$ cat config.mk
export PLATFORM = sky130hd
export DESIGN_NAME = dw_fifo_s1_df
export DESIGN_NICKNAME = d
export VERILOG_FILES = /design/src/rtl/dw_fifo_s1_df.sv
export SDC_FILE = /design/constraint.sdc
export NUM_CORES = 1
export LEC_CHECK = 0
export BUFFER_PORTS_ARGS = -buffer_cell sky130_fd_sc_hd__buf_2
export CAP_MARGIN = 20
export CORE_MARGIN = 2
export CORE_UTILIZATION = 35
export DETAILED_ROUTE_END_ITERATION = 7
export PLACE_DENSITY = 0.54
export RECOVER_POWER = 50
export SLEW_MARGIN = 30
export SYNTH_ARGS = -nofsm -noshare
export SYNTH_HDL_FRONTEND = slang
export SYNTH_SLANG_ARGS = --single-unit
$ cat constraint.sdc
create_clock -name clk -period 2.86 [get_ports clk]
set_clock_uncertainty 0.2 [all_clocks]
set_input_delay 0.572 -clock clk [delete_from_list [all_inputs] [get_ports clk]]
set_output_delay 0.572 -clock clk [all_outputs]
set_load 0.05 [all_outputs]
$ cat src/rtl/dw_fifo_s1_df.sv
// Single-clock FIFO with combinational status flags and selectable error and reset modes.
// Define DW_FIFO_S1_DF_OUTREG_EN to register data_out instead of muxing it straight from RAM.
module dw_fifo_s1_df #(
  parameter int unsigned WIDTH    = 8,
  parameter int unsigned DEPTH    = 8,
  parameter int unsigned ERR_MODE = 0,
  parameter int unsigned RST_MODE = 0,
  localparam int unsigned ADDR_W  = $clog2(DEPTH),
  localparam int unsigned CNT_W   = $clog2(DEPTH + 1)
) (
  input  logic              clk,
  input  logic              rst,
  input  logic              push_req_n,
  input  logic              pop_req_n,
  input  logic [WIDTH-1:0]  data_in,
  input  logic [ADDR_W-1:0] ae_level,
  input  logic [ADDR_W-1:0] af_thresh,
  output logic              empty,
  output logic              almost_empty,
  output logic              half_full,
  output logic              almost_full,
  output logic              full,
  output logic              error,
  output logic [CNT_W-1:0]  word_count,
  output logic [WIDTH-1:0]  data_out
);

  localparam int unsigned HalfLvl = (DEPTH + 1) / 2;

  logic [WIDTH-1:0]  mem [DEPTH];
  logic [ADDR_W-1:0] wr_ptr_q, wr_ptr_d;
  logic [ADDR_W-1:0] rd_ptr_q, rd_ptr_d;
  logic [CNT_W-1:0]  count_q, count_d;
  logic              error_q, error_d;
  logic              push_ok, pop_ok;
  logic              overflow, underflow;

  function automatic logic [ADDR_W-1:0] ptr_inc(input logic [ADDR_W-1:0] p);
    return (p == ADDR_W'(DEPTH - 1)) ? '0 : p + ADDR_W'(1);
  endfunction

  // Flags depend only on the registered count and the live threshold inputs.
  always_comb begin
    empty        = (count_q == '0);
    full         = (count_q == CNT_W'(DEPTH));
    half_full    = (32'(count_q) >= HalfLvl);
    almost_empty = (32'(count_q) <= 32'(ae_level));
    // Summed form avoids the negative DEPTH-af_thresh case when af_thresh > DEPTH.
    almost_full  = ((32'(count_q) + 32'(af_thresh)) >= DEPTH);
  end

  always_comb begin
    pop_ok    = ~pop_req_n & ~empty;
    push_ok   = ~push_req_n & (~full | pop_ok);
    overflow  = ~push_req_n & full & pop_req_n;
    underflow = ~pop_req_n & empty;

    wr_ptr_d = push_ok ? ptr_inc(wr_ptr_q) : wr_ptr_q;
    rd_ptr_d = pop_ok  ? ptr_inc(rd_ptr_q) : rd_ptr_q;

    count_d = count_q;
    if (push_ok && !pop_ok) begin
      count_d = count_q + CNT_W'(1);
    end else if (pop_ok && !push_ok) begin
      count_d = count_q - CNT_W'(1);
    end

    if (ERR_MODE == 0) begin
      error_d = error_q | overflow | underflow;
    end else begin
      error_d = overflow | underflow;
    end
  end

  always_ff @(posedge clk or posedge rst) begin
    if (rst) begin
      wr_ptr_q <= '0;
      rd_ptr_q <= '0;
      count_q  <= '0;
      error_q  <= 1'b0;
    end else begin
      wr_ptr_q <= wr_ptr_d;
      rd_ptr_q <= rd_ptr_d;
      count_q  <= count_d;
      error_q  <= error_d;
    end
  end

  generate
    if (RST_MODE == 0) begin : g_mem_rst
      always_ff @(posedge clk or posedge rst) begin
        if (rst) begin
          for (int unsigned i = 0; i < DEPTH; i++) begin
            mem[i] <= '0;
          end
        end else if (push_ok) begin
          mem[wr_ptr_q] <= data_in;
        end
      end
    end else begin : g_mem_nrst
      always_ff @(posedge clk) begin
        if (push_ok) begin
          mem[wr_ptr_q] <= data_in;
        end
      end
    end
  endgenerate

`ifdef DW_FIFO_S1_DF_OUTREG_EN
  logic [WIDTH-1:0] data_out_q;

  // Preload the next head; bypass when this edge writes the slot that becomes the head.
  always_ff @(posedge clk or posedge rst) begin
    if (rst) begin
      data_out_q <= '0;
    end else if (push_ok && (wr_ptr_q == rd_ptr_d)) begin
      data_out_q <= data_in;
    end else begin
      data_out_q <= mem[rd_ptr_d];
    end
  end

  assign data_out = data_out_q;
`else
  assign data_out = mem[rd_ptr_q];
`endif

  assign word_count = count_q;
  assign error      = error_q;

endmodule
# ---- After elaboration in Yosys (flattened, before gate mapping)
# Cells that the tools add are included.
dict set report op_classes {
  n_addsub 5
  order_cmp 6
  n_eq_ne 3
  muxes 10
  bitwise 14
  n_reduce_logical 7
}
# op n
set ops {}
lappend ops {{64-bit bitwise mux} 1}
lappend ops {{8-bit binary-select mux with 3-bit select} 1}
lappend ops {{8-bit demux with 3-bit select} 1}
lappend ops {{8-bit 2-to-1 mux} 3}
lappend ops {{4-bit >= comparator (second input constant)} 2}
lappend ops {{4-bit 2-to-1 mux} 2}
lappend ops {{3-bit inverter with 4-bit output} 2}
lappend ops {{3-bit by 1-bit adder with 3-bit output (second input constant)} 2}
lappend ops {{3-bit == test (second input constant)} 2}
lappend ops {{3-bit 2-to-1 mux} 2}
lappend ops {{4-bit by 3-bit adder with 5-bit output} 1}
lappend ops {{1-bit AND} 5}
lappend ops {{5-bit by 4-bit >= comparator with 1-bit output (second input constant)} 1}
lappend ops {{4-bit by 1-bit adder with 4-bit output (second input constant)} 1}
lappend ops {{4-bit == test (second input constant)} 1}
lappend ops {{4-bit by 3-bit >= comparator with 1-bit output (second input constant)} 1}
lappend ops {{4-bit by 3-bit <= comparator with 1-bit output} 1}
lappend ops {{4-bit zero test} 1}
lappend ops {{4-bit by 1-bit < comparator with 1-bit output (second input constant)} 1}
lappend ops {{1-bit inverter} 4}
lappend ops {{4-bit by 1-bit subtractor with 4-bit output (second input constant)} 1}
lappend ops {{1-bit logical AND} 3}
lappend ops {{1-bit bitwise OR} 3}
lappend ops {{1-bit zero test} 2}
lappend ops {{2-bit nonzero test} 1}
dict set report word_totals {
  regBits 75
  output_inout_bits 18
  elab_cells 57
}

# ---- Longest topological paths before layout
# Gate-level depths: netlist (run 1).
dict set report depth {
  ltp_word 9
  ltp_mapped 11
  mapped_depth_nobuf 10
}

# ---- Least setup slack after synthesis (run 1)
# OpenSTA, ideal clock, no wires.
dict set report synth_timing {
  path_type {register to register}
  startpoint {reg count_q[3] (netlist: word_count[3])}
  endpoint {reg count_q[3] (netlist: word_count[3])}
  arrival_time_ns 3.890
  setup_slack_ns -1.311
  stages_incl_launch_ff 12
  path_cell_list {dfrtp_1 -> clkbuf_1 -> nor4_1 -> nor2_1 -> inv_1 -> ha_1 -> inv_1 -> ha_1 -> nand3_1 -> and3_1 -> o21bai_1 -> xnor2_1}
}
dict set report synth_between {
  elab_chain_cells 8
}
# item line
set synth_lines {}
lappend synth_lines {{start, declared} 33} ;# logic [CNT_W-1:0] count_q, count_d;
lappend synth_lines {{start signal, assigned} 84} ;# count_q <= count_d;
lappend synth_lines {{4-bit zero test (*)} 44} ;# empty = (count_q == '0);
lappend synth_lines {{net empty} 18} ;# output logic empty,
lappend synth_lines {{1-bit inverter (*)} 53} ;# pop_ok = ~pop_req_n & ~empty;
lappend synth_lines {{1-bit AND (*)} 53}
lappend synth_lines {{1-bit bitwise OR} 54} ;# push_ok = ~push_req_n & (~full | pop_ok);
lappend synth_lines {{1-bit AND} 54}
lappend synth_lines {{1-bit zero test} 64} ;# end else if (pop_ok && !push_ok) begin
lappend synth_lines {{1-bit logical AND} 64}
lappend synth_lines {{2-bit nonzero test (no source line)} n/a}
# The timed path passes the listed nets; every way through them passes the cells marked *. The select of a mux whose other input is x is not followed.
# A chain may end at the register's enable or synchronous reset.

# ---- Final worst setup path (run 1)
dict set report layout_timing {
  startpoint {reg rd_ptr_q[0]}
  endpoint {out data_out[0]}
}
dict set report layout_between {
  elab_chain_cells 4
}
# item line
set layout_lines {}
lappend layout_lines {{start, declared} 32} ;# logic [ADDR_W-1:0] rd_ptr_q, rd_ptr_d;
lappend layout_lines {{start signal, assigned} 83} ;# rd_ptr_q <= rd_ptr_d;
lappend layout_lines {{3-bit inverter with 4-bit output (implied by the code)} 125} ;# assign data_out = mem[rd_ptr_q];
lappend layout_lines {{8-bit binary-select mux with 3-bit select} 125}
lappend layout_lines {{8-bit 2-to-1 mux (implied by the code) (2 in series)} 125}
lappend layout_lines {{end, declared} 25} ;# output logic [WIDTH-1:0] data_out
# No other way between the ends. The select of a mux whose other input is x is not followed.

==> results of run 1 <==
repair_timing:
item                       CTS  global route
hold buffers                 0             0
setup endpoints to repair    1            10
gates resized for setup      1             2
flip-flops by register name (all words and copies together) (netlist names):
register	count
wr_ptr_q	3
error	1
mem	64
word_count	4
rd_ptr_q	3
final cells by class:
| cell class | count | area, um^2 |
|---|---|---|
| Clock buffer | 11 | 141 |
| Clock inverter | 5 | 60.1 |
| Fill cell | 971 | 6060 |
| Inverter | 9 | 33.8 |
| Multi-Input combinational cell | 155 | 1840 |
| Sequential cell | 75 | 1880 |
| Tap cell | 136 | 170 |
| Timing Repair Buffer | 40 | 234 |
cells in the final DEF, fill, tap and decap left out, drive strengths merged, types with 4 or more instances in the layout:
| cell | n |
|---|---|
| nand4b | 4 |
| inv | 11 |
| clkbuf | 14 |
| mux2 | 78 |
| nand3 | 5 |
| nor2 | 5 |
| buf | 36 |
| o21ai | 4 |
| ha | 13 |
| a21oi | 4 |
| mux4 | 16 |
| dfrtp | 75 |
per-layer routing:
metal	GRT usage [%]	up-vias
met5	0	-
met4	7.05	0
met3	3.09	14
met2	22.0	31
met1	18.8	1124
li1	-	1005
through the flow:
stage / TNS [ns] / utilization (%) / hold WS [ns] / area, um^2 / cells
6_report: 0 / 41.9 / 0.262 / 4360 / 431
3_5_place_dp: 0 / 40.1 / 0.244 / 4170 / 415
3_3_place_gp: 0 / 40.1 / 0.238 / 4170 / 415
5_1_grt: 0 / 41.9 / 0.293 / 4360 / 431
4_1_cts: 0 / 42.0 / 0.0505 / 4380 / 431
2_1_floorplan: -0.170 / - / 0.274 / 3810 / 248
path summary, 6_finish.rpt:
| check | from | end | slack [ns] | cells after the start |
|---|---|---|---|---|
| hold reg to reg | error | error | 0.26 | 1 |
| setup reg to reg | word_count[3] | word_count[3] | 0.29 | 10 |
| min in group asynchronous | rst | mem[31] | 0.68 | 3 |
| max in group asynchronous | rst | rd_ptr_q[0] | 0.57 | 3 |
| hold / removal | error | error | 0.26 | 1 |
| setup / recovery | rd_ptr_q[0] | data_out[0] | 0.11 | 4 |
cell usage after synthesis (3+ instances only):
cell type / instances / area share [%]
mux2_2: 70 / 21
xnor2_1: 3 / 0.70
nor2_1: 5 / 0.50
buf_2: 3 / 0.40
nor2b_1: 3 / 0.50
dfrtp_1: 75 / 50
mux2_4: 8 / 3.2
o21ai_0: 4 / 0.53
mux4_2: 16 / 9.5
nand4b_2: 4 / 1.6
ha_1: 13 / 4.3
inv_1: 9 / 0.89
nand2_1: 3 / 0.30
clkbuf_1: 3 / 0.30
a21oi_1: 4 / 0.53
logic make-up (layout without fill, tap and decap cells):
family,count (synthesis),after routing
compound gates,11,11
xor+xnor,3,3
fa+ha+maj,15,15
buf+inv,18,65
flops,75,75
mux,95,95
simple gates,31,31
worst max-delay path, cell delays in order, from the launching register on:
cell and delay [ns]:
dfrtp_2 0.41, buf_12 0.19, mux4_2 0.52, mux2_2 0.29
buf_2 0.21
power by group through the flow:
stage / Clock, uW / Sequential [uW] / Combinational [uW]
after floorplan: 0 / 1980 / 2390
after global placement: 0 / 2030 / 2910
after detailed placement: 0 / 2040 / 2950
after CTS: 863 / 2020 / 2960
after global routing: 915 / 2110 / 3140
final: 844 / 2020 / 2900
==> results.sh, run 1 <==
export IMPL_initial_core_util_pct=36.3
export IMPL_row_count=37
export IMPL_top_layer_used="met4"
export IMPL_seqPwrFrac_pct=35.1
export IMPL_remaining_drc_errors=0
export IMPL_met3WireLength_um=199
export IMPL_place_detailed_hpwl_um=4800
export IMPL_die_area_um2=11600
export IMPL_finalNetCount=323
export IMPL_cts_max_level=3
export IMPL_end_kind="output pin"
export IMPL_p_leak_uw=0.00192
export IMPL_startpoint_type="flip-flop"
export IMPL_numCtsBuffers=9
export IMPL_drive_above_1_share_pct=55.6
export IMPL_cp_required_ns=2.09
export IMPL_vias=2174
export IMPL_die_width_um=108
export IMPL_setup_violations=0
export IMPL_synth_cell_types=35
export IMPL_period_share_pct=96.1
export IMPL_routabilityCongestion=0.735
export IMPL_dp_slack_ns=0.307
export IMPL_timing_fmax_mhz=364
export IMPL_worst_ir_drop_vdd_uv=732
export IMPL_wl_met1_um=3600
export IMPL_avgSynthCellArea_um2=15.2
export IMPL_drt_total_wl_um=7440
export IMPL_total_power_uw=5770
export IMPL_synth_compound_area_share_pct=1.66
export IMPL_finalMaxSlewViolations=77
export IMPL_power_frac_clock_pct=14.6
export IMPL_maxCapViolations=2
export IMPL_grt_max_degree=43
export IMPL_cts_path_max_buffers=2
export IMPL_path_clk_slew_ns=0.08
export IMPL_fp_coreArea_um2=10400
export IMPL_worstPathMaxFanout=16
export IMPL_period_minus_slack_ns=2.75
export IMPL_grt_ovfl_total=0
export IMPL_synth_area_mux_share_pct=33.8
export IMPL_ys_warn_count=0
export IMPL_synth_xor_area_share_pct=0.695
export IMPL_area_delta_synth_final_pct=15.4
export IMPL_route_met2_wl_um=3450
export IMPL_antenna_found_initial=0
export IMPL_syn_inst=248
export IMPL_cts_root_buffer="clkbuf_8"
export IMPL_n_antenna_cell=0
export IMPL_synth_top_family_by_area="multiplexers"
export IMPL_synth_edf_count=0
export IMPL_wl_per_cell_um=17.3
export IMPL_io_pins=36
export IMPL_clkLatencyLatePin_ns=0.35
export IMPL_syn_area_um2=3780
export IMPL_clock_sinks=75
export IMPL_hold_viol=0
export IMPL_post_cts_buffers=0
export IMPL_switching_share_pct=40.7
export IMPL_synth_ff_type="dfrtp_1"
export IMPL_port_buffers=35
export IMPL_outcome="finished, violations left"
export IMPL_synth_simple_area_share_pct=6.62
export IMPL_synthAdderAreaFrac_pct=5.36
export IMPL_violations="max-capacitance violations, max-slew violations"
export IMPL_ys_seq_area_share_pct=49.7
export IMPL_postRouteAntennaNets=0
export IMPL_cp_data_arrival_time_ns=1.98
export IMPL_rsz0062_at_grt="false"
export IMPL_intPower_uw=3420
export IMPL_pwr_share_comb_pct=50.3
export IMPL_die_height_um=108
export IMPL_async_reset_ff_share_pct=100
export IMPL_tightest_slew_ns=1.88
export IMPL_syn_nets=281
export IMPL_relSlewSlack_pct=-25.1
export IMPL_path_class="flip-flop to output pin"
export IMPL_cts_tree="built"
export IMPL_setup_slack_ns=0.111
export IMPL_ys_ff_latch=75
export IMPL_p_per_area_nw_per_um2=1320
export IMPL_drt_initial_drc_count=48
export IMPL_track_usage_pct=14.2
export IMPL_hold_path_class="flip-flop to flip-flop"
export IMPL_p_switching_uw=2350
export IMPL_grt_first_pass_wirelength_um=12200
export IMPL_grt_pass1_vias=2356
export IMPL_first_pass_iters=4
export IMPL_routed_via_density=5.04
Note: power is estimated with default switching activity, not from simulation.
==> run 2, diff against run 1 <==
Settings changed: CORE_UTILIZATION 35 to 40, PLACE_DENSITY 0.54 to 0.6.
==> run 2 against run 1 <==
Against the previous run: the flow still finishes with violations (max-capacitance violations, max-slew violations); largest power group unchanged; critical endpoint is now data_out[2]; combinational power about the same; hold slack improved by 0.0071 ns; non-clock buffer count rose by 2; largest cell class unchanged; total power grew 0.63%; final cell count down 5.3%; first-iteration DRC count increased by 58%.
==> results.sh, run 2 (synthesis results as in run 1) <==
export IMPL_postRouteAntennaNets=0
export IMPL_first_pass_iters=4
export IMPL_fin_area_um2=4340
export IMPL_hp_start="error"
export IMPL_vias=2150
export IMPL_clock_sinks=75
export IMPL_wl_per_cell_um=17.4
export IMPL_worstPathMaxFanout=13
export IMPL_numCtsBuffers=9
export IMPL_cts_max_level=3
export IMPL_place_detailed_hpwl_um=4580
export IMPL_cts_tree="built"
export IMPL_finalSetupTns_ns=0
export IMPL_finalMaxSlewViolations=76
export IMPL_p_leak_uw=0.00192
export IMPL_path_class="flip-flop to output pin"
export IMPL_fp_coreArea_um2=9200
export IMPL_relSlewSlack_pct=-24.6
export IMPL_row_count=35
export IMPL_top_register="mem"
export IMPL_grt_ovfl_total=0
export IMPL_area_delta_synth_final_pct=14.8
export IMPL_tightest_slew_ns=1.87
export IMPL_reg2reg_from="word_count[0]"
export IMPL_outcome="finished, violations left"
export IMPL_worst_ir_drop_vdd_uv=489
export IMPL_worstHoldEndpoint="error"
export IMPL_n_antenna_cell=0
export IMPL_fin_util_pct=47.2
export IMPL_die_height_um=101
export IMPL_path_clk_slew_ns=0.08
export IMPL_clkLatencyLatePin_ns=0.34
export IMPL_dp_cells=392
export IMPL_placed_area_um2=4130
export IMPL_cp_data_arrival_time_ns=1.99
export IMPL_grt_first_pass_wirelength_um=11600
export IMPL_timing_fmax_mhz=362
export IMPL_worstPathCellList="buf_4, mux4_2, mux2_2, buf_2"
export IMPL_fin_cells=408
export IMPL_finalNetCount=325
export IMPL_r2r_cells=9
export IMPL_end_kind="output pin"
export IMPL_cp_required_ns=2.09
export IMPL_rrSetupSlack_ns=0.40
export IMPL_hold_viol=0
export IMPL_cts_hold_buf=0
export IMPL_r2r_end="word_count[3]"
export IMPL_multi_input_area_um2=1840
export IMPL_p_per_area_nw_per_um2=1340
export IMPL_track_usage_pct=15.1
export IMPL_max_stage_delay_ns=0.53
export IMPL_io_pins=36
export IMPL_startpoint_type="flip-flop"
export IMPL_antenna_found_initial=0
export IMPL_regArea_um2=1880
export IMPL_die_area_um2=10200
export IMPL_drt_total_wl_um=7110
export IMPL_layout_commonest_cell="dfrtp_1"
export IMPL_grt_max_degree=76
export IMPL_fill_cells=820
export IMPL_die_width_um=101
export IMPL_mostFrequentLayoutCells="dfrtp_1 (72), mux2_2 (70), buf_2 (34)"
export IMPL_cpMaxStageDelayCell="mux4_2"
export IMPL_port_buffers=35
export IMPL_initial_core_util_pct=41.1
export IMPL_post_cts_buffers=0
export IMPL_routabilityCongestion=0.694
export IMPL_cts_path_max_buffers=2
export IMPL_drt_initial_drc_count=76
export IMPL_hold_ws_ns=0.269
export IMPL_drive_above_1_share_pct=56.9
export IMPL_holdPathStages=1
export IMPL_period_minus_slack_ns=2.76
export IMPL_remaining_drc_errors=0
export IMPL_largest_reg_flops=64
export IMPL_hold_path_class="flip-flop to flip-flop"
export IMPL_maxCapViolations=1
export IMPL_rsz0062_at_grt="false"
export IMPL_setup_violations=0
export IMPL_grt_pass1_vias=2140
export IMPL_cts_root_buffer="clkbuf_8"
export IMPL_violations="max-capacitance violations, max-slew violations"
export IMPL_period_share_pct=96.6
export IMPL_routed_via_density=5.27
run 2: cell types whose count changed in the layout (fill, tap and decap cells not counted):
cell	previous run	this run
dfrtp_2	4	3
clkbuf_2	0	1
clkbuf_1	4	2
clkbuf_8	10	9
buf_12	2	0
dlymetal6s4s_1	1	0
bufinv_16	1	2
buf_4	0	5
dfrtp_1	71	72
clkinv_4	0	1
nor2_1	5	4
nor2_2	0	1
run 2: worst max-delay path by stage:
stage / slack (ns) / start / cells past startpoint / to
finish: 0.1 / rd_ptr_q[1] / 4 / data_out[2]
global route: 0.02 / rd_ptr_q[0] / 4 / data_out[7]
CTS: 0.0009 / word_count[0] / 7 / almost_full
detailed placement: 0.34 / word_count[0] / 9 / word_count[3]
global placement: 0.38 / word_count[0] / 7 / almost_full
floorplan: -0.17 / word_count[3] / 11 / word_count[3]
run 2: power by group:
group | switching (uW) | internal, uW
registers | 385 | 1600
logic | 1530 | 1370
clock network | 415 | 497
run 2: repair_timing:
item,in CTS,in global routing
hold endpoints to repair,0,0
resized for setup,0,2
endpoints found under the setup margin,0,2
run 2: layer usage:
metal  up-vias  part of all wire [%]  global-route usage (%)
li1       1007                     -                       -
met1      1108                    50                    22.3
met2        26                    47                    22.4
met3         9                   2.0                    2.48
met4         0                   1.5                    5.93
met5         -                     0                       0
run 2: cell type report:
cell class              instances  share of cell area [%]
flip-flops and latches         75                    43.4
multi-input cells             155                    42.5
repair buffers                 42                    5.08
well taps                     111                    3.20
clock buffers                   9                    2.86
clock inverters                 7                    2.28
inverters                       9                   0.779
run 2: stage by stage:
stage / power [uW] / worst slack (ns)
global route: 6180 / 0.0216
global placement: 4910 / 0.385
detailed placement: 4960 / 0.339
CTS: 5880 / 0.000873
finish: 5800 / 0.0975
floorplan: 4370 / -0.168
run 2: critical path: cells and delay by family, from the launching register on:
family | cells | cell delay (ns)
multiplexers | 2 | 0.81
buffers and inverters | 2 | 0.47
flip-flops | 1 | 0.36
